==> src/rtl/fifo_rd_ctrl_if.sv <==
// Signal bundle between the FIFO read controller, the writer/memory side and the consumer.
// The master modport is the controller's view; the slave modport is the environment's view.
interface fifo_rd_ctrl_if #(
    parameter int DATA_WIDTH = 8,
    parameter int DEPTH      = 16
);
    localparam int AW = $clog2(DEPTH);

    logic [AW:0]           wr_ptr;
    logic [AW:0]           rd_ptr;
    logic                  mem_rd_en;
    logic [AW-1:0]         mem_rd_addr;
    logic [DATA_WIDTH-1:0] mem_dout;
    logic                  m_valid;
    logic                  m_ready;
    logic [DATA_WIDTH-1:0] m_data;
    logic                  empty;

    modport master (
        input  wr_ptr,
        input  mem_dout,
        input  m_ready,
        output rd_ptr,
        output mem_rd_en,
        output mem_rd_addr,
        output m_valid,
        output m_data,
        output empty
    );

    modport slave (
        output wr_ptr,
        output mem_dout,
        output m_ready,
        input  rd_ptr,
        input  mem_rd_en,
        input  mem_rd_addr,
        input  m_valid,
        input  m_data,
        input  empty
    );
endinterface

==> src/rtl/fifo_rd_ctrl.sv <==
// FIFO read controller: turns a 1-cycle-latency memory read port into a
// first-word-fall-through valid/ready stream using a 2-entry output buffer.
module fifo_rd_ctrl #(
    parameter int DATA_WIDTH = 8,
    parameter int DEPTH      = 16
) (
    input  logic           clk,
    input  logic           rst_n,
    fifo_rd_ctrl_if.master bus
);
    localparam int          AW        = $clog2(DEPTH);
    localparam logic [AW:0] DEPTH_PTR = (AW + 1)'(DEPTH);

    typedef enum logic [1:0] {
        EMPTY = 2'd0,
        ONE   = 2'd1,
        TWO   = 2'd2
    } state_e;

    state_e                state_q;
    state_e                state_d;
    logic [AW:0]           rd_ptr_q;
    logic [AW:0]           rd_ptr_d;
    logic                  inflight_q;
    logic                  inflight_d;
    logic [DATA_WIDTH-1:0] buf0_q;
    logic [DATA_WIDTH-1:0] buf0_d;
    logic [DATA_WIDTH-1:0] buf1_q;
    logic [DATA_WIDTH-1:0] buf1_d;

    logic [AW:0] pending_s;
    logic [1:0]  count_s;
    logic        pop_s;
    logic [2:0]  occ_now_s;
    logic [2:0]  occ_after_s;
    logic        rd_en_s;

    // Occupancy decode and fetch decision: a fetch is allowed only when the
    // buffer plus the word in flight, after this cycle's pop, leaves a free slot.
    always_comb begin
        case (state_q)
            EMPTY:   count_s = 2'd0;
            ONE:     count_s = 2'd1;
            TWO:     count_s = 2'd2;
            default: count_s = 2'd0;
        endcase
        pending_s   = bus.wr_ptr - rd_ptr_q;
        pop_s       = (state_q != EMPTY) && bus.m_ready;
        occ_now_s   = {1'b0, count_s} + {2'b00, inflight_q};
        occ_after_s = occ_now_s - {2'b00, pop_s};
        rd_en_s     = rst_n && (pending_s != {(AW + 1){1'b0}}) && (occ_after_s < 3'd2);
    end

    // Next-state logic for the fetch pointer, in-flight flag and output buffer.
    always_comb begin
        state_d    = state_q;
        buf0_d     = buf0_q;
        buf1_d     = buf1_q;
        rd_ptr_d   = rd_ptr_q + {{AW{1'b0}}, rd_en_s};
        inflight_d = rd_en_s;

        case (state_q)
            EMPTY: begin
                if (inflight_q) begin
                    buf0_d  = bus.mem_dout;
                    state_d = ONE;
                end else begin
                    state_d = EMPTY;
                end
            end
            ONE: begin
                case ({inflight_q, pop_s})
                    2'b10: begin
                        buf1_d  = bus.mem_dout;
                        state_d = TWO;
                    end
                    2'b01: begin
                        state_d = EMPTY;
                    end
                    2'b11: begin
                        buf0_d  = bus.mem_dout;
                        state_d = ONE;
                    end
                    default: begin
                        state_d = ONE;
                    end
                endcase
            end
            TWO: begin
                // A fill without a pop cannot occur here: the fetch gate forbids it.
                if (pop_s) begin
                    buf0_d = buf1_q;
                    if (inflight_q) begin
                        buf1_d  = bus.mem_dout;
                        state_d = TWO;
                    end else begin
                        state_d = ONE;
                    end
                end else begin
                    state_d = TWO;
                end
            end
            default: begin
                state_d = EMPTY;
            end
        endcase
    end

    // State registers with synchronous active-low reset; reset drops buffered and in-flight words.
    always_ff @(posedge clk) begin
        if (!rst_n) begin
            state_q    <= EMPTY;
            rd_ptr_q   <= {(AW + 1){1'b0}};
            inflight_q <= 1'b0;
            buf0_q     <= {DATA_WIDTH{1'b0}};
            buf1_q     <= {DATA_WIDTH{1'b0}};
        end else begin
            state_q    <= state_d;
            rd_ptr_q   <= rd_ptr_d;
            inflight_q <= inflight_d;
            buf0_q     <= buf0_d;
            buf1_q     <= buf1_d;
        end
    end

    // Guards on writer behaviour and buffer occupancy.
    always @(posedge clk) begin
        if (rst_n) begin
            assert (pending_s <= DEPTH_PTR)
                else $error("fifo_rd_ctrl: writer ran more than DEPTH words ahead");
            assert (occ_now_s <= 3'd2)
                else $error("fifo_rd_ctrl: buffer plus in-flight above two");
        end
    end

    assign bus.rd_ptr      = rd_ptr_q;
    assign bus.mem_rd_en   = rd_en_s;
    assign bus.mem_rd_addr = rd_ptr_q[AW-1:0];
    assign bus.m_valid     = (state_q != EMPTY);
    assign bus.m_data      = buf0_q;
    assign bus.empty       = (bus.wr_ptr == rd_ptr_q);
endmodule

==> src/flat_wrapper.sv <==
// flat-port wrapper written by rule: the top's interface ports become plain ports
module fifo_rd_ctrl_flat 
#(
    parameter int DATA_WIDTH = 8,
    parameter int DEPTH      = 16
)
  (clk, rst_n, bus_wr_ptr, bus_mem_dout, bus_m_ready, bus_rd_ptr, bus_mem_rd_en, bus_mem_rd_addr, bus_m_valid, bus_m_data, bus_empty);
  fifo_rd_ctrl_if #(.DATA_WIDTH(DATA_WIDTH), .DEPTH(DEPTH)) bus_i ();
  input  logic clk;
  input  logic rst_n;
  input wire logic [$bits(bus_i.wr_ptr)-1:0] bus_wr_ptr;
  input wire logic [$bits(bus_i.mem_dout)-1:0] bus_mem_dout;
  input wire logic [$bits(bus_i.m_ready)-1:0] bus_m_ready;
  output wire logic [$bits(bus_i.rd_ptr)-1:0] bus_rd_ptr;
  output wire logic [$bits(bus_i.mem_rd_en)-1:0] bus_mem_rd_en;
  output wire logic [$bits(bus_i.mem_rd_addr)-1:0] bus_mem_rd_addr;
  output wire logic [$bits(bus_i.m_valid)-1:0] bus_m_valid;
  output wire logic [$bits(bus_i.m_data)-1:0] bus_m_data;
  output wire logic [$bits(bus_i.empty)-1:0] bus_empty;
  assign bus_i.wr_ptr = bus_wr_ptr;
  assign bus_i.mem_dout = bus_mem_dout;
  assign bus_i.m_ready = bus_m_ready;
  assign bus_rd_ptr = bus_i.rd_ptr;
  assign bus_mem_rd_en = bus_i.mem_rd_en;
  assign bus_mem_rd_addr = bus_i.mem_rd_addr;
  assign bus_m_valid = bus_i.m_valid;
  assign bus_m_data = bus_i.m_data;
  assign bus_empty = bus_i.empty;
  fifo_rd_ctrl #(.DATA_WIDTH(DATA_WIDTH), .DEPTH(DEPTH)) u_core (.clk(clk), .rst_n(rst_n), .bus(bus_i));
endmodule
==> config.mk <==
export PLATFORM = sky130hd
export DESIGN_NAME = fifo_rd_ctrl_flat
export DESIGN_NICKNAME = d
export VERILOG_FILES = /design/src/rtl/fifo_rd_ctrl_if.sv /design/src/rtl/fifo_rd_ctrl.sv /design/src/flat_wrapper.sv
export SDC_FILE = /design/constraint.sdc
export NUM_CORES = 1
export LEC_CHECK = 0
export CORE_UTILIZATION = 50
export CTS_CLUSTER_DIAMETER = 120
export DETAILED_ROUTE_END_ITERATION = 10
export MAX_ROUTING_LAYER = met4
export PLACE_DENSITY = 0.91
export SLEW_MARGIN = 20
export SYNTH_ARGS = -nofsm -noshare
export SYNTH_HDL_FRONTEND = slang
export SYNTH_SLANG_ARGS = --single-unit
==> constraint.sdc <==
create_clock -name clk -period 5.74 [get_ports clk]
set_clock_uncertainty 0.1 [all_clocks]
set_input_delay 0.574 -clock clk [delete_from_list [all_inputs] [get_ports clk]]
set_output_delay 0.574 -clock clk [all_outputs]
set_load 0.005 [all_outputs]
==> out/qor.csv, run 1 <==
metric;value;unit
status;complete, no violations;
crit path time final;3.79;ns
Worst Setup End Kind;primary output;
r2r setup slk;2.69;ns
Fin. Hold Viols;0;
Worst-Skew Late Latency;0.31;ns
Final #Nets;191;
Post-route DRC;0;
Die W;53.5;um
Fmax;0.264;GHz
fin. max-slew vios;0;
crit path DAT;3.11;ns
final core utilization;67.5;%
Worst Setup Path Type;in -> out;
RSZ-0062 raised after global routing;false;
Die Y;53.5;um
boundary pin count;36;
Synth warnings;0;
routability cong.;0.773;
leading cell type in the layout, fill and taps excluded;clkdlybuf4s50_1;
worst-path maximum fanout;5;
post-synth cell types;33;
register clock-pin slew on the reported worst setup and hold paths;0.12;ns
Synth Instances;135;
antenna violations before repair;0;
reg2reg start;u_core.state_q[0];
drt wl/cell;13.1;um
post-DP HPWL;1910;um
Hold WC Path Type;reg -> reg;
post-cts resize count;0;
Worst Setup SP;bus_m_ready;
reg2reg path depth;11;
IO buf count;35;
leakage;0.000842;uW
CTS Buffer Depth;2;
initial drt markers;20;
commonest non-fill, non-tap cells in the layout;35 x clkdlybuf4s50_1, 24 x dfxtp_1, 16 x mux2i_1, 15 x nand2_1, 11 x nor2b_1;
cts hold-fix bufs;0;
Remaining Overflow, GRT;0;
Synth Register Bits;24;
total power draw;611;uW
ratio of cells with drive above 1 in the final layout;5.45;%
Netlist Area Pre-Place;0.00133;mm2
largest net degree at the start of global routing;25;
Post CTS Setup Buffer Count;0;
Worst Tran Pin Value;0.715;ns
final worst-path cycle share;66.0;%
Die ar.;0.00286;mm2
Post-Place Cell Area;0.00165;mm2
placed cell count;191;
vias in the first global route;976;
first-pass GRT wire length;3970;um
post-route cell area;0.00169;mm2
peak supply drop;0.000272;V
MaxCap Viol Count;0;
Detailed Route WL;2560;um
Worst Setup EP;bus_mem_rd_en;
GR Util All Layers;20.0;%
Initial Utilization;53.0;%
Rel. slew slack;52.2;%
CTS sink cnt;24;
Syn-to-layout area delta;27.3;%
pwr dens;362;mW/mm2
H-Tree Depth;1;
Mapped Nets;160;
Mapped Avg Cell Area;9.81;um2
worst reg2reg endpoint;u_core.bus.rd_ptr[4];
Final Non-Filler Cells;195;
routed via count;1052;
ant diodes;0;
CTS tree;yes;
DR pass1 iterations;4;
Critical Path Source Type;input pin;
# rows;18;
final antenna-violating net count;0;
part of the Yosys area used for sequential elements;36.3;%
WP data required;5.07;ns
Root Driver;clkbuf_4;
total CTS buffers;3;
setup TNS;0;ns
final setup vio count;0;
Core Area;0.00250;mm2
DR vias/cell;5.39;
## through the flow
step	hold slack (ns)	worst slack, ns
2_1_floorplan	0.385	2.90
3_3_place_gp	0.384	2.04
4_1_cts	0.417	1.95
6_report	0.411	1.95
3_5_place_dp	0.386	1.95
5_1_grt	0.434	1.82
## final cells by class
cell class,instances,area [um2]
multi-input cells,96,759
flip-flops and latches,24,480
fillers,201,813
well taps,30,37.5
repair buffers,35,350
clock buffers,4,36.3
inverters,6,22.5
## worst min path at each step
stage / cells past startpoint / end / from / slack (ns)
after CTS: 1 / u_core.bus.m_data[5] / u_core.bus.m_data[5] / 0.42
after floorplan: 2 / u_core.buf1_q[0] / u_core.buf1_q[0] / 0.38
after detailed placement: 1 / u_core.bus.m_data[5] / u_core.bus.m_data[5] / 0.39
after global placement: 1 / u_core.bus.m_data[3] / u_core.bus.m_data[3] / 0.38
final: 1 / u_core.bus.m_data[5] / u_core.bus.m_data[5] / 0.41
after global routing: 1 / u_core.bus.m_data[5] / u_core.bus.m_data[5] / 0.43
## state kept, by name (all words and copies together), names as in the netlist
name and count:
u_core.bus.rd_ptr 5, u_core.inflight_q 1, u_core.buf1_q 8, u_core.state_q 2
u_core.bus.m_data 8
## kinds of logic (layout without fill, tap and decap cells)
logic type / count (synthesis) / count (layout) / synth area share (%)
XOR/XNOR: 8 / 8 / 5.29
adder cells (fa/ha/maj): 9 / 9 / 9.07
AND/OR/NAND/NOR: 44 / 44 / 18.0
multiplexers: 16 / 16 / 12.1
AO/OA/AOI/OAI: 19 / 19 / 12.8
flip-flops: 24 / 24 / 36.3
buffers and inverters: 15 / 45 / 6.42
## metal layers
layer	share of wire (%)	wire length, um	GRT usage [%]
met5	0	0	-
met4	0.39	10	5.26
met3	4.6	118	6.90
met2	52	1330	36.5
met1	43	1100	19.9
## critical path: stages
cell             delay [ns]
clkdlybuf4s50_1        0.50
nor2b_1                0.17
nand2_1                0.10
inv_1                  0.08
fa_1                   0.44
xnor2_1                0.15
a311o_1                0.34
o2bb2ai_1              0.21
clkdlybuf4s50_1        0.54
## where the power goes
group,switching [uW],total [uW],internal [uW]
Sequential,37.2,247,210
Combinational,114,277,163
Clock,48.9,87.6,38.8
## cells in the mapped netlist (all sizes together)
cell type | n | area share, %
a21oi | 3 | 1.1
a21o | 1 | 0.57
or2 | 1 | 0.47
o211a | 8 | 6.0
a311o | 1 | 0.76
buf | 7 | 4.2
and2 | 6 | 2.8
o2bb2ai | 2 | 1.3
nand2b | 2 | 1.1
nor2b | 11 | 5.2
o21ai | 2 | 1.6
nor3 | 1 | 0.38
nand2 | 15 | 4.2
nand3b | 1 | 0.57
mux2i | 16 | 12
o21bai | 2 | 1.4
clkbuf | 2 | 0.57
nor3b | 1 | 0.57
ha | 8 | 7.6
dfxtp | 24 | 36
xnor2 | 4 | 2.6
or4 | 1 | 0.57
nor2 | 2 | 0.57
nand3 | 2 | 0.76
inv | 6 | 1.7
fa | 1 | 1.5
and3b | 1 | 0.76
xor2 | 4 | 2.6
(Power assumes the default switching activity.)
==> run 2, diff against run 1 <==
--- a/config.mk
+++ b/config.mk
@@ -5,11 +5,11 @@
 export SDC_FILE = /design/constraint.sdc
 export NUM_CORES = 1
 export LEC_CHECK = 0
-export CORE_UTILIZATION = 50
+export CORE_UTILIZATION = 43
 export CTS_CLUSTER_DIAMETER = 120
 export DETAILED_ROUTE_END_ITERATION = 10
 export MAX_ROUTING_LAYER = met4
-export PLACE_DENSITY = 0.91
+export PLACE_DENSITY = 0.84
 export SLEW_MARGIN = 20
 export SYNTH_ARGS = -nofsm -noshare
 export SYNTH_HDL_FRONTEND = slang
==> constraint.sdc (replaced) <==
create_clock -name clk -period 3.1 [get_ports clk]
set_clock_uncertainty 0.1 [all_clocks]
set_input_delay 0.31 -clock clk [delete_from_list [all_inputs] [get_ports clk]]
set_output_delay 0.31 -clock clk [all_outputs]
set_load 0.005 [all_outputs]
==> out/qor.csv, run 2 (synthesized netlist as in run 1, its figures left out) <==
metric;value;unit
crit-path max cell delay;0.43;ns
Detailed Route WL;2600;um
leakage;0.000866;uW
Worst Setup EP;bus_mem_rd_en;
Die ar.;0.00331;mm2
worst reg2reg endpoint;u_core.bus.rd_ptr[4];
MaxCap Viol Count;0;
crit path time final;2.93;ns
antenna violations before repair;0;
Layout fillers;236;
Critical Path Source Type;flip-flop;
Hold WS;0.412;ns
Hold WC Path Type;reg -> reg;
Die W;57.5;um
Fin. Hold Viols;0;
ant diodes;0;
leading cell type in the layout, fill and taps excluded;clkdlybuf4s50_1;
vias in the first global route;1041;
Sw Share;33.3;%
post-DP HPWL;2030;um
Int Power;750;uW
pwr dens;652;mW/mm2
fin. max-slew vios;0;
Worst path slowest cell;fa_1;
ratio of cells with drive above 1 in the final layout;9.41;%
Core Area;0.00283;mm2
# rows;19;
total CTS buffers;3;
CTS sink cnt;24;
Worst Setup Path Type;reg -> out;
final antenna-violating net count;0;
Syn-to-layout area delta;30.2;%
Post CTS Setup Buffer Count;0;
worst-path maximum fanout;8;
Worst-Skew Late Latency;0.31;ns
P_sw;374;uW
IO buf count;35;
Fmax;0.341;GHz
Final #Nets;197;
r2r setup slk;0.22;ns
crit path DAT;2.52;ns
Comb pwr share;48.5;%
CTS tree;yes;
cts hold-fix bufs;0;
RSZ-0062 raised after global routing;false;
Die Y;57.5;um
status;finished, violations left;
post-cts resize count;3;
Root Driver;clkbuf_4;
final worst-path cycle share;94.7;%
cell breakdown of the critical path;or2_2, nand2_1, inv_1, fa_1, xnor2_1, a311o_1, o2bb2ai_2, dlygate4sd2_1;
Worst Tran Pin Value;0.577;ns
GR Util All Layers;18.1;%
Remaining Overflow, GRT;0;
commonest non-fill, non-tap cells in the layout;34 x clkdlybuf4s50_1, 23 x dfxtp_1, 16 x mux2i_1, 15 x nand2_1, 11 x nor2b_1;
register clock-pin slew on the reported worst setup and hold paths;0.11;ns
boundary pin count;36;
drt wl/cell;13.0;um
Register Area;482;um2
peak supply drop;0.000457;V
H-Tree Depth;1;
Post-route DRC;2;
largest net degree at the start of global routing;24;
WP data required;2.69;ns
first-pass GRT wire length;4400;um
DR pass1 iterations;7;
initial drt markers;39;
Clk network pwr share;11.4;%
Worst Setup SP;u_core.state_q[1];
Worst Setup End Kind;primary output;
final setup vio count;0;
fin worst setup slack;0.166;ns
area used by multi-input combinational logic;766;um2
CTS Buffer Depth;2;
reg2reg start;u_core.state_q[1];
post-place setup slack;-0.0903;ns
routed via count;1023;
routability cong.;0.825;
reg2reg path depth;12;
DR vias/cell;5.09;
Initial Utilization;46.8;%
failing checks;DRC;
sequential share of power;40.1;%
Rel. slew slack;61.5;%
[run 2: cell count changes in the layout (fill, tap and decap cells not counted)]
cell / before / now
clkbuf_8: 1 / 0
dfxtp_1: 24 / 23
buf_4: 0 / 6
o2bb2ai_1: 2 / 1
dlygate4sd2_1: 0 / 1
o2bb2ai_2: 0 / 1
dfxtp_2: 0 / 1
clkdlybuf4s50_1: 35 / 34
[run 2: cell type report]
class	instances	share of cell area (%)
Clock buffer	3	1.31
Inverter	6	1.31
Multi-Input combinational cell	96	44.4
Sequential cell	24	27.9
Tap cell	31	2.25
Timing Repair Buffer	41	22.8
[run 2: power by group through the flow]
stage | logic (uW) | clock network [uW] | registers, uW
floorplan | 326 | 0 | 444
global placement | 532 | 0 | 449
detailed placement | 548 | 0 | 458
CTS | 552 | 135 | 451
global route | 600 | 148 | 463
finish | 546 | 128 | 451
[run 2: worst min-delay path by stage]
stage / start / to / slack [ns] / depth (start not counted)
2_1_floorplan: rst_n / u_core.buf1_q[0] / 0.34 / 1
3_3_place_gp: u_core.bus.m_data[0] / u_core.bus.m_data[0] / 0.38 / 1
3_5_place_dp: u_core.bus.m_data[6] / u_core.bus.m_data[6] / 0.39 / 1
4_1_cts: u_core.bus.m_data[6] / u_core.bus.m_data[6] / 0.42 / 1
5_1_grt: u_core.bus.m_data[1] / u_core.bus.m_data[1] / 0.45 / 1
6_report: u_core.bus.m_data[6] / u_core.bus.m_data[6] / 0.41 / 1
[run 2: through the flow]
step                      cells  utilization, %  total power, uW  TNS [ns]  area (um2)
after CTS                   201            61.0             1140         0        1730
final                       201            61.0             1120         0        1730
after floorplan             135               -              770         0        1330
after global placement      198            60.0              981   -0.0288        1700
after detailed placement    198            60.0             1010    -0.182        1700
after global routing        201            61.0             1210         0        1730
[run 2: metal layers]
metal	up-vias	track usage, %	routed length (um)
met5	-	-	0
met4	0	8.01	48
met3	7	4.76	106
met2	23	29.4	1300
met1	470	21.0	1150
li1	523	-	-
[run 2: worst max-delay path, delay by kind of cell, from the launching register on]
kind | cells | cell delay [ns]
xor+xnor | 1 | 0.16
compound gates | 2 | 0.50
fa+ha+maj | 1 | 0.43
simple gates | 2 | 0.41
buf+inv | 2 | 0.34
flops | 1 | 0.37
==> run 3, diff against run 2 <==
--- a/config.mk
+++ b/config.mk
@@ -5,11 +5,11 @@
 export SDC_FILE = /design/constraint.sdc
 export NUM_CORES = 1
 export LEC_CHECK = 0
-export CORE_UTILIZATION = 43
+export CORE_UTILIZATION = 25
 export CTS_CLUSTER_DIAMETER = 120
 export DETAILED_ROUTE_END_ITERATION = 10
 export MAX_ROUTING_LAYER = met4
-export PLACE_DENSITY = 0.84
+export PLACE_DENSITY = 0.58
 export SLEW_MARGIN = 20
 export SYNTH_ARGS = -nofsm -noshare
 export SYNTH_HDL_FRONTEND = slang
==> out/qor.csv, run 3 (synthesized netlist as in run 1, its figures left out) <==
metric;value;unit
register clock-pin slew on the reported worst setup and hold paths;0.08;ns
largest net degree at the start of global routing;24;
Detailed Route WL;2590;um
leakage;0.000909;uW
DR pass1 iterations;3;
total power draw;1270;uW
# rows;26;
crit path time final;2.84;ns
H-Tree Depth;1;
post-DP HPWL;1950;um
boundary pin count;36;
crit path DAT;2.43;ns
status;complete, no violations;
WP data required;2.69;ns
ratio of cells with drive above 1 in the final layout;11.4;%
initial drt markers;38;
RSZ-0062 raised after global routing;false;
antenna violations before repair;0;
worst-path maximum fanout;3;
Post-route DRC;0;
Die Y;74.8;um
Remaining Overflow, GRT;0;
Root Driver;clkbuf_8;
Rel. slew slack;59.3;%
fin worst setup slack;0.257;ns
Critical Path Source Type;input pin;
Post-Place Cell Area;0.00178;mm2
routed via count;1029;
CTS tree;yes;
Hold WC Path Type;reg -> reg;
Final Non-Filler Cells;245;
setup TNS;0;ns
Worst-Skew Late Latency;0.26;ns
total CTS buffers;3;
Die W;74.8;um
Syn-to-layout area delta;39.8;%
pwr dens;686;mW/mm2
Initial Utilization;25.9;%
Worst Setup End Kind;primary output;
final worst-path cycle share;91.7;%
final antenna-violating net count;0;
final setup vio count;0;
Fin. Hold Viols;0;
Core Area;0.00511;mm2
Worst Tran Pin Value;0.610;ns
post-place setup slack;-0.0975;ns
peak supply drop;0.000230;V
routability cong.;0.775;
placed cell count;241;
IO buf count;35;
Fmax;0.352;GHz
CTS Buffer Depth;2;
Final #Nets;201;
leading cell type in the layout, fill and taps excluded;clkdlybuf4s50_1;
Die ar.;0.00560;mm2
GR Util All Layers;10.8;%
post-route cell area;0.00185;mm2
ant diodes;0;
Worst Setup Path Type;in -> out;
MaxCap Viol Count;0;
vias in the first global route;950;
DR vias/cell;4.20;
fin. max-slew vios;0;
CTS sink cnt;24;
first-pass GRT wire length;4390;um
drt wl/cell;10.6;um
commonest non-fill, non-tap cells in the layout;34 x clkdlybuf4s50_1, 24 x dfxtp_1, 16 x mux2i_1, 15 x nand2_1, 11 x nor2b_1;
==> run 3: cell types whose count changed in the layout (fill, tap and decap cells not counted) <==
cell       previous run  this run
bufinv_16             0         1
clkbuf_8              0         3
dfxtp_2               1         0
buf_4                 6        10
clkbuf_4              3         0
dfxtp_1              23        24
==> run 3: through the flow <==
stage          util (%)  hold slack [ns]
2_1_floorplan         -            0.338
6_report           36.3            0.406
4_1_cts            36.3            0.411
3_3_place_gp       34.8            0.384
3_5_place_dp       34.8            0.390
5_1_grt            36.3            0.429
==> run 3: worst max-delay path, cell delays in order <==
cell             delay (ns)
clkdlybuf4s50_1        0.51
xor2_1                 0.16
nand3b_1               0.12
fa_1                   0.41
xnor2_1                0.15
a311o_1                0.34
o2bb2ai_2              0.17
dlygate4sd2_1          0.26
==> run 3: power by group <==
group	switching, uW	leakage (uW)	internal (uW)	total [uW]
Sequential	49.1	0.000197	388	437
Combinational	236	0.000677	328	563
Clock	97.7	0.0000357	172	270
Total	382	0.000909	888	1270
==> run 3: per-layer routing <==
metal  vias up  share of wire, %  track usage, %
met4         0               1.4            3.77
met1       471                50            14.7
met3         4               3.9            1.74
met5         -                 0               -
met2        20                45            16.0
li1        534                 -               -
==> run 3: final timing paths <==
| check | from | endpoint | slack, ns | depth (start not counted) |
|---|---|---|---|---|
| worst max-delay path | bus_m_ready | bus_mem_rd_en | 0.26 | 8 |
| worst max register to register | u_core.state_q[1] | u_core.bus.rd_ptr[4] | 0.31 | 12 |
| worst min register to register | u_core.bus.m_data[2] | u_core.bus.m_data[2] | 0.41 | 1 |
| worst min-delay path | u_core.bus.m_data[2] | u_core.bus.m_data[2] | 0.41 | 1 |
==> run 3: layout make-up <==
class                      count  area (um2)
inverter                       6        22.5
clock inverter                 1        30.0
clock buffer                   3        41.3
multi-input combinational     96         766
sequential                    24         480
tap                           70        87.6
fill                         550        3260
timing repair buffer          45         424
==> run 3: what timing repair did <==
action	CTS	global route
hold buffers	0	0
gates resized for setup	2	0
buffers inserted	0	0
endpoints found under the setup margin	1	0
